===== src/rtl/gray_monitor.sv =====
// gray_monitor: receive-side checker for a 3-bit Gray-coded counter.
// Converts each accepted code to binary, verifies that every change is the
// single legal forward step, pulses Step/Wrap, counts wraps (saturating) and
// latches a sticky Error on any illegal transition.
module gray_monitor #(
  parameter int WRAP_W = 8
) (
  input  logic              Clk,
  input  logic              Reset,
  input  logic              Valid,
  input  logic [2:0]        In,
  output logic [2:0]        Bin,
  output logic              Locked,
  output logic              Step,
  output logic              Wrap,
  output logic [WRAP_W-1:0] WrapCount,
  output logic              Error
);

  typedef enum logic [1:0] {
    IDLE  = 2'd0,
    TRACK = 2'd1,
    FAULT = 2'd2
  } state_t;

  localparam logic [WRAP_W-1:0] WRAP_MAX = {WRAP_W{1'b1}};

  state_t            state_q, state_d;
  logic [2:0]        bin_q, bin_d;
  logic              locked_q, locked_d;
  logic              step_q, step_d;
  logic              wrap_q, wrap_d;
  logic [WRAP_W-1:0] wrap_cnt_q, wrap_cnt_d;
  logic              error_q, error_d;

  logic [2:0] in_bin;
  logic [2:0] bin_inc;

  // Gray-to-binary conversion of the incoming code and the expected next value.
  always_comb begin
    in_bin[2] = In[2];
    in_bin[1] = In[2] ^ In[1];
    in_bin[0] = In[2] ^ In[1] ^ In[0];
    bin_inc   = bin_q + 3'd1;
  end

  // Next-state and next-output decision for the tracking state machine.
  always_comb begin
    // NOTE: every variable gets a default before the case so no path leaves it
    // unassigned; without this the tool infers a latch instead of plain logic.
    state_d    = state_q;
    bin_d      = bin_q;
    locked_d   = locked_q;
    step_d     = 1'b0;
    wrap_d     = 1'b0;
    wrap_cnt_d = wrap_cnt_q;
    error_d    = error_q;

    if (Valid) begin
      unique case (state_q)
        IDLE: begin
          // Any starting code is accepted as the reference point.
          bin_d    = in_bin;
          locked_d = 1'b1;
          state_d  = TRACK;
        end
        TRACK: begin
          if (in_bin == bin_q) begin
            // Repeated code: legal, nothing to report.
          end else if (in_bin == bin_inc) begin
            bin_d  = in_bin;
            step_d = 1'b1;
            if (bin_q == 3'd7) begin
              wrap_d = 1'b1;
              if (wrap_cnt_q != WRAP_MAX) begin
                wrap_cnt_d = wrap_cnt_q + WRAP_W'(1);
              end
            end
          end else begin
            // Backward step, skip or multi-bit change: keep last good value.
            error_d = 1'b1;
            state_d = FAULT;
          end
        end
        FAULT: begin
          // Frozen until reset.
        end
        default: begin
          state_d = IDLE;
        end
      endcase
    end
  end

  // State and registered outputs; synchronous reset dominates everything.
  always_ff @(posedge Clk) begin
    // NOTE: sequential state uses non-blocking assignments so every flop
    // samples the pre-edge values, independent of statement order.
    if (Reset) begin
      state_q    <= IDLE;
      bin_q      <= 3'd0;
      locked_q   <= 1'b0;
      step_q     <= 1'b0;
      wrap_q     <= 1'b0;
      wrap_cnt_q <= '0;
      error_q    <= 1'b0;
    end else begin
      state_q    <= state_d;
      bin_q      <= bin_d;
      locked_q   <= locked_d;
      step_q     <= step_d;
      wrap_q     <= wrap_d;
      wrap_cnt_q <= wrap_cnt_d;
      error_q    <= error_d;
    end
  end

  assign Bin       = bin_q;
  assign Locked    = locked_q;
  assign Step      = step_q;
  assign Wrap      = wrap_q;
  assign WrapCount = wrap_cnt_q;
  assign Error     = error_q;

endmodule


===== config.mk =====
export PLATFORM = sky130hd
export DESIGN_NAME = gray_monitor
export DESIGN_NICKNAME = d
export VERILOG_FILES = /design/src/rtl/gray_monitor.sv
export SDC_FILE = /design/constraint.sdc
export NUM_CORES = 1
export LEC_CHECK = 0
export CORE_MARGIN = 2
export CORE_UTILIZATION = 52
export DETAILED_ROUTE_END_ITERATION = 10
export PLACE_DENSITY = 0.86
export SLEW_MARGIN = 15
export SYNTH_ARGS = -nofsm -noshare
export SYNTH_HDL_FRONTEND = slang
export SYNTH_SLANG_ARGS = --single-unit

===== constraint.sdc =====
create_clock -name Clk -period 3.87 [get_ports Clk]
set_input_delay 0.387 -clock Clk [delete_from_list [all_inputs] [get_ports Clk]]
set_output_delay 0.387 -clock Clk [all_outputs]
set_load 0.1 [all_outputs]

==> key figures <==
Power and ir drop
  • Flop pwr share: 49.8%
  • Switch share: 33.6%
  • Peak supply drop: 0.000349 V
  • Lkg Pwr: 0.409 nW
  • Clock group share of total power: 23.8%
  • Cell Int Power: 0.255 mW
  • Comb power frac: 26.4%
  • NetSw: 0.129 mW
  • Power density cells: 327 nW/um^2

Routing
  • DRT Pass-1 Iters: 4
  • Wirelength, routed: 1.93 mm
  • Routed Antenna Nets: 0
  • Vias post-DR: 890
  • Post-DR wirelength/cell: 12.6 um
  • Initial DRC count: 25
  • DRC viols: 0
  • Vias per cell: 5.82

Critical path
  • Startpoint Class: flop
  • RR Endpoint: WrapCount[5]
  • Worst setup EP type: flop
  • Reg-to-reg slack, setup: 1.20 ns
  • Reg2reg start: Bin[0]
  • Crit-path max FO: 11
  • R2R depth: 7
  • CP most frequent cell: ha_1
  • Crit-path cells: ha_1 > ha_1 > or4_4 > a211oi_2 > nor2_2 > nor4_1 > mux2_2
  • WP data required: 4.04 ns
  • Worst path slowest cell: or4_4
  • Max incr delay on CP: 0.53 ns
  • CP arrival: 2.84 ns
  • Crit Path Category: flop to flop

GRT
  • Initial antenna violation count: 0
  • First-pass GRT wire length: 3.19 mm
  • Vias in the first global route: 783
  • Largest net degree at the start of global routing: 22
  • GRT Total Usage: 19.7%
  • GRT Residual Overflow: 0

Layout
  • Reg area: 340 um^2
  • Share of layout cells above drive strength 1: 6.25%
  • Layout area overhead: 23.4%
  • Antenna Cells: 0
  • # fillers: 159
  • Area of the multi-input gates: 563 um^2
  • Final-stage net count: 138

Synth
  • Post-synth EDFFs: 0
  • Number of distinct library cells after synthesis: 38
  • Synth Warn #: 0
  • Fraction of registers with async set/reset: 0%
  • Sequential cell area fraction in the yosys report: 35.7%
  • Synth Register Bits: 17
  • Synth Cell Area: 953 um^2
  • Synthesized instance count: 109
  • Syn Nets: 118
  • Syn Area/Cell: 8.75 um^2
  • Primary FF master, synth: dfxtp_1

Clock tree
  • H-tree lvl count: 1
  • CTS root buffer: clkbuf_4
  • # hold bufs at CTS: 0
  • PostCTS Resize Cnt: 0
  • Post-CTS setup buffer count: 0
  • CTS tree: built
  • Clock sinks: 17
  • CTS Buf Count: 3
  • Clock Latency Late Sink: 0.28 ns
  • Clock tree buffer depth: 2
  • Clock-pin slew on the worst setup and hold paths: 0.10 ns

Placement
  • Final HPWL DP: 1.45 mm
  • Port Buffers: 20
  • RD Place Congestion: 0.862

Min path
  • Hold Path End: Error
  • Hold wc startpoint: Error
  • Min-delay worst type: flop to flop
  • Hold path cells: 2

Floorplanning
  • Core area: 1730 um^2
  • I/O Pins: 21
  • Die area: 2190 um^2
  • Initial Util: 55.2%
  • Die H: 46.8 um
  • Num rows: 15
  • Die width: 46.8 um

Timing
  • Tmin final: 2.67 ns
  • Worst-margin pin slew: 0.973 ns
  • Crit share post-route: 69.0%
  • Final Hold Fails: 0
  • Max Fclk: 0.374 GHz
  • Rel. slew slack: 34.9%
  • Final Max Tran Viols: 0
  • Count of final setup violators: 0
  • Total negative slack: 0 ns
  • Setup Skew: 0.00841 ns
  • RSZ-0062 raised after global routing: false
  • Final hold slack: 0.473 ns

Run status
  • Status: finished clean

Run
  • Max-Cap Viols: 0
final cells by class:
type	instances	share of cell area, %
Timing Repair Buffer	20	17.0
Tap cell	25	2.66
Sequential cell	17	28.9
Clock buffer	4	2.23
Inverter	4	1.28
Multi-Input combinational cell	83	47.9
registers in the layout, indices dropped and copies added (netlist names):
signal and flops:
Bin 3, state_q 2, Locked 1, Wrap 1, Error 1, WrapCount 8
Step 1
how the worst max path moves through the flow:
stage | start | to | cells past startpoint
after detailed placement | In[2] | WrapCount[5] | 6
after global placement | In[2] | WrapCount[5] | 6
after global routing | Bin[0] | WrapCount[5] | 7
after CTS | Bin[0] | WrapCount[5] | 7
after floorplan | Bin[0] | WrapCount[5] | 8
final | Bin[0] | WrapCount[5] | 7
metal layers:
layer / vias to the layer above / routed length [um] / track usage (%) / part of all wire (%)
met5: - / 0 / 0 / 0
met4: 0 / 25 / 8.89 / 1.3
met3: 4 / 84 / 3.46 / 4.4
met2: 28 / 901 / 33.2 / 47
met1: 408 / 919 / 24.3 / 48
li1: 450 / - / - / -
power by group through the flow:
stage	combinational (mW)	sequential [mW]	clock [mW]
after detailed placement	0.101	0.195	0
after floorplan	0.0409	0.232	0
after CTS	0.102	0.191	0.0935
final	0.101	0.191	0.0915
after global placement	0.0988	0.195	0
after global routing	0.108	0.193	0.103
cell usage in the layout, fill, tap and decap left out, drive strengths merged, types with 2 or more instances in the layout:
cell,n
o22ai,2
or4,4
nand2b,3
clkbuf,4
inv,4
a211oi,4
o21ai,4
nand3,4
nand4,2
nand3b,2
o31ai,4
nor2,12
nor2b,2
nand2,5
a21oi,5
mux2i,3
ha,3
nor4,2
dfxtp,17
xor2,2
and3,2
nor3,3
xnor2,3
clkdlybuf4s50,20
nand4b,3
critical path, delay by kind of cell (launching register included):
| kind | cells | cell delay (ns) |
|---|---|---|
| adders and majority gates | 2 | 0.54 |
| muxes | 1 | 0.36 |
| DFF | 1 | 0.38 |
| and+or+nand+nor | 3 | 0.99 |
| AOI/OAI and AO/OA | 1 | 0.27 |
cells by family after synthesis:
family	after synthesis	share of synthesized area [%]
adder cells (fa/ha/maj)	3	3.94
XOR/XNOR	5	4.59
AO/OA/AOI/OAI	23	16.9
flip-flops	17	35.7
multiplexers	4	4.33
AND/OR/NAND/NOR	48	29.3
buffers and inverters	9	5.25
through the flow:
step,util (%),area (um^2),std cells,worst slack (ns),power (mW)
after floorplan,-,953,109,0.622,0.272
after global placement,66.6,1150,149,1.17,0.293
after detailed placement,66.6,1150,149,1.08,0.296
after CTS,68.1,1180,153,1.18,0.386
after global routing,68.1,1180,153,1.02,0.404
final,68.1,1180,153,1.20,0.384
cell usage after synthesis, types with 2 or more instances:
cell / n / area (um^2)
nor4_1: 2 / 12.5
nand3b_1: 2 / 15.0
o21ai_0: 4 / 20.0
nor2b_1: 2 / 12.5
nand4b_1: 3 / 26.3
a21oi_1: 5 / 25.0
a211oi_2: 2 / 25.0
nor2_1: 11 / 41.3
a211oi_1: 2 / 15.0
xnor2_1: 3 / 26.3
dfxtp_1: 17 / 340
and3_1: 2 / 12.5
o22ai_1: 2 / 12.5
inv_1: 4 / 15.0
o31ai_1: 4 / 30.0
nand3_1: 4 / 20.0
xor2_1: 2 / 17.5
or4_1: 3 / 22.5
buf_6: 2 / 22.5
mux2i_1: 3 / 30.0
nand2b_1: 3 / 18.8
nor3_1: 3 / 15.0
nand2_1: 5 / 18.8
clkbuf_1: 2 / 7.51
nand4_1: 2 / 12.5
ha_1: 3 / 37.5
Power figures use the tool's default switching activity.
